<file path="src/rtl/pc_fetch_unit.sv">
// pc_fetch_unit: program-counter register and instruction-fetch sequencer.
// Supplies PC+1 to the next-PC mux, latches the mux result when the held
// instruction retires, and runs the instruction-memory request/ack handshake.
// A retired HALT_INSTR parks the unit in HALT until the next reset.
module pc_fetch_unit #(
    parameter int              N          = 16,
    parameter logic [N-1:0]    RESET_PC   = 16'h0000,
    parameter logic [N-1:0]    HALT_INSTR = 16'hFFFF
) (
    input  logic               clk,
    input  logic               rst_n,
    input  logic [N-1:0]       MUX_6_out,
    input  logic               stall,
    input  logic               imem_ack,
    input  logic [N-1:0]       imem_data,
    output logic               imem_req,
    output logic [N-1:0]       imem_addr,
    output logic [N-1:0]       PC,
    output logic [N-1:0]       PC_plus_one,
    output logic [N-1:0]       IR,
    output logic               ir_valid,
    output logic               halted
);

    typedef enum logic [1:0] {
        ST_BOOT  = 2'd0,
        ST_FETCH = 2'd1,
        ST_VALID = 2'd2,
        ST_HALT  = 2'd3
    } state_t;

    state_t         state_r;
    logic [N-1:0]   pc_r;
    logic [N-1:0]   ir_r;
    logic           req_r;
    logic           ir_valid_r;
    logic           halted_r;
    logic [N-1:0]   pc_plus_one_s;

    // Sequencer: state, PC, IR and all handshake/status outputs, registered together.
    always_ff @(posedge clk or negedge rst_n) begin
        if (!rst_n) begin
            state_r    <= ST_BOOT;
            pc_r       <= RESET_PC;
            ir_r       <= {N{1'b0}};
            req_r      <= 1'b0;
            ir_valid_r <= 1'b0;
            halted_r   <= 1'b0;
        end else begin
            case (state_r)
                ST_BOOT: begin
                    // One idle cycle after reset; any ack arriving here is stale.
                    state_r    <= ST_FETCH;
                    req_r      <= 1'b1;
                    ir_valid_r <= 1'b0;
                    halted_r   <= 1'b0;
                end
                ST_FETCH: begin
                    // Request held with a stable address until memory answers.
                    if (imem_ack) begin
                        ir_r       <= imem_data;
                        state_r    <= ST_VALID;
                        req_r      <= 1'b0;
                        ir_valid_r <= 1'b1;
                    end else begin
                        state_r    <= ST_FETCH;
                        req_r      <= 1'b1;
                        ir_valid_r <= 1'b0;
                    end
                end
                ST_VALID: begin
                    // MUX_6_out is only looked at on the retiring edge.
                    if (!stall) begin
                        if (ir_r == HALT_INSTR) begin
                            state_r    <= ST_HALT;
                            req_r      <= 1'b0;
                            ir_valid_r <= 1'b0;
                            halted_r   <= 1'b1;
                        end else begin
                            pc_r       <= MUX_6_out;
                            state_r    <= ST_FETCH;
                            req_r      <= 1'b1;
                            ir_valid_r <= 1'b0;
                        end
                    end else begin
                        state_r    <= ST_VALID;
                        req_r      <= 1'b0;
                        ir_valid_r <= 1'b1;
                    end
                end
                ST_HALT: begin
                    // Terminal until reset.
                    state_r    <= ST_HALT;
                    req_r      <= 1'b0;
                    ir_valid_r <= 1'b0;
                    halted_r   <= 1'b1;
                end
                default: begin
                    state_r    <= ST_BOOT;
                    pc_r       <= RESET_PC;
                    ir_r       <= {N{1'b0}};
                    req_r      <= 1'b0;
                    ir_valid_r <= 1'b0;
                    halted_r   <= 1'b0;
                end
            endcase
        end
    end

    // Incrementer for the next-PC mux; wraps silently at the top of the space.
    always_comb begin
        pc_plus_one_s = pc_r + N'(1);
    end

    assign PC          = pc_r;
    assign PC_plus_one = pc_plus_one_s;
    assign imem_addr   = pc_r;
    assign IR          = ir_r;
    assign imem_req    = req_r;
    assign ir_valid    = ir_valid_r;
    assign halted      = halted_r;

endmodule

</file>
<file path="config.mk">
export PLATFORM = sky130hd
export DESIGN_NAME = pc_fetch_unit
export DESIGN_NICKNAME = d
export VERILOG_FILES = /design/src/rtl/pc_fetch_unit.sv
export SDC_FILE = /design/constraint.sdc
export NUM_CORES = 1
export LEC_CHECK = 0
export ABC_AREA = 1
export CAP_MARGIN = 40
export CORE_MARGIN = 3
export CORE_UTILIZATION = 39
export DETAILED_ROUTE_END_ITERATION = 8
export GPL_ROUTABILITY_DRIVEN = 0
export GPL_TIMING_DRIVEN = 0
export PLACE_DENSITY = 0.8
export SLEW_MARGIN = 20
export SYNTH_ARGS = -nofsm -noshare
export SYNTH_HDL_FRONTEND = slang
export SYNTH_SLANG_ARGS = --single-unit
</file>
<file path="constraint.sdc">
create_clock -name clk -period 2.02 [get_ports clk]
set_input_delay 0.404 -clock clk [delete_from_list [all_inputs] [get_ports clk]]
set_output_delay 0.404 -clock clk [all_outputs]
set_load 0.05 [all_outputs]
</file>
==> results.yml, run 1 <==
run_status:
  outcome: "finished with violations"
  failed_checks: "negative setup slack"
floorplanning:
  fp.dieH_microns: 76.9
  starting_utilization_of_the_core_area: 0.409
  site_row_count: 25
  design.die.area_sq_mm: 0.00591
  horizontal_extent_of_the_die_microns: 76.9
  core-area_sq_mm: 0.00479
  boundaryPins: 103
sta:
  tightestPinTransition_ns: 0.521
  timing_hold_violations_final: 0
  final.min_clock_period_ns: 2.11
  fmaxAchievable_ghz: 0.474
  finalCritPeriodShare: 1.05
  worst_slew_margin_rel: 0.652
  final.setup_skew_ns: 0.00586
  setup_viol_count_final: 7
  rsz0062_at_grt: "true"
  slew_violations: 0
  finalWorstSetupSlack_ns: -0.0915
cts:
  postCtsHoldBufs: 0
  clk_latency_ns: 0.29
  tritoncts: "done"
  root_buffer: "clkbuf_8"
  clock_sink_count: 37
  cts_htree_levels: 2
  path_clk_slew_ns: 0.08
  tritoncts.num_buffers: 5
  buffers_from_clock_root_to_sink_at_most: 2
run:
  cap_viol_max_count: 0
setup_path:
  buf_inv_stages_crit_path: 1
  worst-setup-path-type: "register to primary output"
  timing.critical_path.mode_cell: "nor2_4"
  crit_path_max_fanout: 4
  critical_path_arrival_ns: 1.71
  critPathSlowestCell: "dfrtp_2"
  critical_path.endpoint_type: "primary output"
  start_kind: "register"
  critical_path_required_ns: 1.62
  cpPeakStageDelay_ns: 0.43
  worstPathCellList: "ha_4 > nand3_4 > nor2_4 > nand2_4 > nor2_4 > xor2_4 > buf_6"
  worst_path_top_cell_family_by_delay: "simple AND/OR/NAND/NOR gates"
global_route:
  grt_pass1_vias: 1938
  grt_antenna_before_repair: 0
  grt_usage: 0.200
  global_route.overflow_total: 0
  wire_length_of_the_first_global_routing_pass_microns: 9490
  grt_max_degree: 22
logic_synthesis:
  synth_warnings: 0
  postSynthNetCount: 250
  ys_ff_latch: 37
  ys_types: 25
  syn-cell-area_sq_mm: 0.00196
  fraction_of_the_yosys_area_taken_by_sequential_cells: 0.473
  post_synth_inst_count: 213
  postSynthAreaPerCell_sq_um: 9.20
routing:
  drt_drc_violations_left: 0
  dr.pass1.iters: 4
  finalWirelength_microns: 5750
  post_drt_wl_per_cell_microns: 14.2
  drt.antenna.violating_nets: 0
  initialDrtViolationCount: 99
  vias_per_cell: 4.77
  num_vias: 1929
placed_design:
  portBuffers: 102
  detailed_place_hpwl_microns: 4240
  preCtsSetupSlack_ns: -0.588
min_path:
  timing.hold.worst.class: "input pin to async pin"
final_layout:
  filler_cell_count: 341
  final_layout_size_suffix_gt1_frac: 0.332
  area.growth.synth_to_final_pct: 84.9
  design.final.nets: 373
  num_antenna_cells: 0
[cell usage in the layout (no fill, tap or decap), types with 2 or more instances in the layout]
cell and n:
nor2_1 8, dlymetal6s2s_1 8, clkbuf_1 2, dfrtp_2 11, inv_2 2, mux2_1 9, clkbuf_8 6, mux2_2 7
dfrtp_1 24, nand2_2 3, nand2_1 55, o21ai_0 3, xor2_1 2, buf_4 28, nand3_2 4, nand3_4 3
dfrtp_4 2, xnor2_4 2, buf_6 11, xor2_2 3, nand4_1 17, inv_1 12, clkdlybuf4s50_1 61, nor3_2 2
nor2_4 6, clkbuf_2 2, dlygate4sd2_1 18, xor2_4 5, buf_2 5
[synth_stat cells]
cell type  instances  area (sq um)
ha_1               1          12.5
inv_2              1          3.75
mux2_1             9           101
nand3_4            1          17.5
nand3b_1           1          7.51
xnor2_1            3          26.3
nand3_1            6          30.0
nor2_2             2          12.5
a31oi_1            1          6.26
dfrtp_1           37           926
xor2_1            10          87.6
clkinv_1           1          3.75
nand2_1           59           221
buf_4             16           120
buf_6              1          11.3
nand4_4            1          21.3
nor2_1            13          48.8
inv_1             13          48.8
nand3_2            1          10.0
clkbuf_1           2          7.51
mux2_2             7          78.8
o21ai_0            3          15.0
buf_2              3          15.0
nand4_1           17           106
nor3_1             4          20.0
[sequential cells by signal, indices dropped and copies added, names as in the netlist]
| signal | flops |
|---|---|
| IR | 16 |
| PC | 16 |
| halted | 1 |
| imem_req | 1 |
| ir_valid | 1 |
| state_r | 2 |
[logic make-up after synthesis]
kind of cell,synth area share
mux,0.0920
xor+xnor,0.0581
fa+ha+maj,0.00638
buf+inv,0.107
simple gates,0.253
compound gates,0.0109
flops,0.473
[metal layers]
| layer | wire (microns) | up-vias | global-route usage |
|---|---|---|---|
| met5 | 0 | - | 0 |
| met4 | 85 | 0 | 0.0543 |
| met3 | 573 | 10 | 0.0798 |
| met2 | 3010 | 91 | 0.361 |
| met1 | 2090 | 898 | 0.214 |
| li1 | - | 930 | - |
[final cells by class]
class                      count  area, sq um  share of cell area
sequential                    37          947               0.261
tap                           67         83.8              0.0231
clock buffer                   6         82.6              0.0228
clock inverter                 2         37.5              0.0104
timing repair buffer         116         1150               0.318
inverter                      15         56.3              0.0155
buffer                        22          154              0.0425
multi-input combinational    139         1110               0.306
[metrics by stage]
step / utilization / std cells / setup TNS, ns / instance area [sq um] / hold slack [ns]
final: 0.757 / 404 / -0.397 / 3620 / 0.0551
after global routing: 0.757 / 404 / -1.21 / 3620 / 0.0666
after CTS: 0.740 / 400 / -0.642 / 3540 / 0.0579
after detailed placement: 0.696 / 383 / -4.92 / 3330 / 0.369
after global placement: 0.691 / 382 / -17.59 / 3310 / 0.460
after floorplan: - / 213 / -0.107 / 2200 / 0.108
[worst register-to-register path, delay by kind of cell (launching register included)]
family,cells,cell delay [ns]
buf+inv,1,0.16
flops,1,0.37
compound gates,1,0.08
simple gates,4,0.72
[what timing repair did]
item / in CTS / in global routing
endpoints found under the setup margin: 31 / 21
resized for setup: 108 / 22
cloned: 0 / 0
pin swaps: 5 / 5
buffers inserted: 9 / 4
[path summary, 6_finish.rpt]
path	start	endpoint	slack, ns	cells past startpoint
min in group clk	halted	halted	0.50	2
worst min-delay path	rst_n	PC[1]	0.06	1
worst max-delay path	PC[1]	PC_plus_one[8]	-0.09	7
worst min register to register	halted	halted	0.50	2
max in group asynchronous	rst_n	PC[9]	1.50	2
worst max register to register	IR[9]	imem_req	0.57	6
Power of run 1 is left out: the tool's default activity adds up to more than one toggle a clock period on the data nets, which glitch-free logic cannot reach.
==> run 2: changes to the inputs <==
--- a/config.mk
+++ b/config.mk
@@ -9,6 +9,7 @@
 export CAP_MARGIN = 40
 export CORE_MARGIN = 3
 export CORE_UTILIZATION = 39
+export CTS_CLUSTER_DIAMETER = 40
 export DETAILED_ROUTE_END_ITERATION = 8
 export GPL_ROUTABILITY_DRIVEN = 0
 export GPL_TIMING_DRIVEN = 0
==> results of run 2 <==
The final DEF is identical to that of run 1; final timing and power are the same.
Power of run 2 is left out for the same reason.
==> run 3: changes to the inputs <==
--- a/config.mk
+++ b/config.mk
@@ -6,14 +6,16 @@
 export NUM_CORES = 1
 export LEC_CHECK = 0
 export ABC_AREA = 1
+export ABC_CLOCK_PERIOD_IN_PS = 2020
 export CAP_MARGIN = 40
 export CORE_MARGIN = 3
-export CORE_UTILIZATION = 39
+export CORE_UTILIZATION = 41
+export CTS_BUF_LIST = sky130_fd_sc_hd__clkbuf_8
 export CTS_CLUSTER_DIAMETER = 40
 export DETAILED_ROUTE_END_ITERATION = 8
 export GPL_ROUTABILITY_DRIVEN = 0
 export GPL_TIMING_DRIVEN = 0
-export PLACE_DENSITY = 0.8
+export PLACE_DENSITY = 0.83
 export SLEW_MARGIN = 20
 export SYNTH_ARGS = -nofsm -noshare
 export SYNTH_HDL_FRONTEND = slang
==> results.yml, run 3 (same netlist as run 1, synthesis figures left out) <==
floorplanning:
  design.die.area_sq_mm: 0.00564
  site_row_count: 24
  boundaryPins: 103
  fp.dieH_microns: 75.1
  starting_utilization_of_the_core_area: 0.438
  core-area_sq_mm: 0.00447
  horizontal_extent_of_the_die_microns: 75.1
setup_path:
  crit_path_max_fanout: 5
  cpPeakStageDelay_ns: 0.46
  critical_path_arrival_ns: 1.73
  critPathSlowestCell: "dfrtp_4"
  reg2reg_slack_ns: 0.57
  worst-setup-path-type: "register to primary output"
  critical_path_required_ns: 1.62
  worstPathCellList: "nand2_4 > nor3_4 > nand2_2 > nor2_4 > xor2_4 > buf_6"
  start_kind: "register"
  critical_path.endpoint_type: "primary output"
routing:
  drt_drc_violations_left: 0
  initialDrtViolationCount: 79
  finalWirelength_microns: 5850
  dr.pass1.iters: 4
  post_drt_wl_per_cell_microns: 14.8
  vias_per_cell: 4.93
  drt.antenna.violating_nets: 0
  num_vias: 1941
final_layout:
  design.final.nets: 378
  num_antenna_cells: 0
  area_of_the_multi_input_gates_sq_mm: 0.00112
  area.growth.synth_to_final_pct: 86.7
  layout.cells.most_common_list: "clkdlybuf4s50_1, nand2_1, buf_4, dfrtp_1"
  final_core_util: 0.818
  layout_commonest_cell: "clkdlybuf4s50_1"
  filler_cell_count: 288
  final_layout_size_suffix_gt1_frac: 0.342
  footprint_of_the_flip_flops_and_latches_sq_um: 948
placed_design:
  portBuffers: 102
  detailed_place_hpwl_microns: 4080
global_route:
  grt_usage: 0.198
  grt_pass1_vias: 1852
  grt_max_degree: 25
  grt_antenna_before_repair: 0
  global_route.overflow_total: 0
  wire_length_of_the_first_global_routing_pass_microns: 8520
sta:
  rsz0062_at_grt: "true"
  finalWorstSetupSlack_ns: -0.118
  worst_slew_margin_rel: 0.641
  finalCritPeriodShare: 1.06
  worst_hold_slack_ns: 0.0309
  final.min_clock_period_ns: 2.14
  tightestPinTransition_ns: 0.537
  fmaxAchievable_ghz: 0.468
  slew_violations: 0
  final.setup_skew_ns: 0.00684
  timing_hold_violations_final: 0
  setup_viol_count_final: 9
cts:
  clock_sink_count: 37
  buffers_from_clock_root_to_sink_at_most: 2
  postCtsHoldBufs: 0
  tritoncts: "done"
  path_clk_slew_ns: 0.07
  cts_htree_levels: 2
  tritoncts.num_buffers: 5
  root_buffer: "clkbuf_8"
  clk_latency_ns: 0.29
run:
  cap_viol_max_count: 0
run_status:
  failed_checks: "negative setup slack"
  outcome: "finished with violations"
min_path:
  timing.hold.worst.class: "input pin to async pin"
run 3: changes by cell type in the layout (fill, tap and decap cells not counted), moves of 2 or more:
cell	before	now
clkbuf_2	2	0
clkdlybuf4s15_2	0	2
buf_6	11	9
nand3_2	4	2
clkbuf_4	0	2
buf_4	28	32
run 3: critical path, delay by kind of cell, from the launching register on:
family / cells / cell delay (ns)
buf+inv: 1 / 0.17
xor+xnor: 1 / 0.15
flops: 1 / 0.46
simple gates: 4 / 0.66
run 3: worst paths after layout:
kind	endpoint	from	cells past startpoint
min in group clk	halted	halted	2
worst max register to register	PC[4]	IR[13]	6
worst min-delay path	PC[3]	rst_n	1
max in group asynchronous	PC[8]	rst_n	2
worst max-delay path	PC_plus_one[11]	PC[6]	6
worst min register to register	halted	halted	2
run 3: area by class of cell:
cell class | instances | area share
multi-input combinational | 139 | 0.306
inverter | 15 | 0.0154
timing repair buffer | 121 | 0.331
buffer | 22 | 0.0421
clock inverter | 1 | 0.00137
tap | 52 | 0.0178
clock buffer | 7 | 0.0263
sequential | 37 | 0.259
run 3: timing repair:
action | 4_1_cts | 5_1_grt
setup buffers | 9 | 9
endpoints found under the setup margin | 31 | 21
gates resized for setup | 107 | 22
pin swaps | 5 | 9
run 3: through the flow:
step           setup TNS, ns  area [sq um]  cells  setup slack (ns)
6_report              -0.560          3660    394            -0.118
5_1_grt                -1.25          3660    394            -0.189
4_1_cts               -0.577          3520    385            -0.116
3_5_place_dp           -4.50          3310    368            -0.546
3_3_place_gp          -17.18          3290    367            -0.541
2_1_floorplan         -0.107          2200    213           -0.0311
run 3: layer usage:
| metal | GRT usage | routed length [microns] | up-vias |
|---|---|---|---|
| met5 | 0 | 0 | - |
| met4 | 0.0524 | 155 | 0 |
| met3 | 0.0734 | 511 | 13 |
| met2 | 0.341 | 2960 | 82 |
| met1 | 0.234 | 2220 | 912 |
| li1 | - | - | 934 |
Power of run 3 is left out for the same reason.
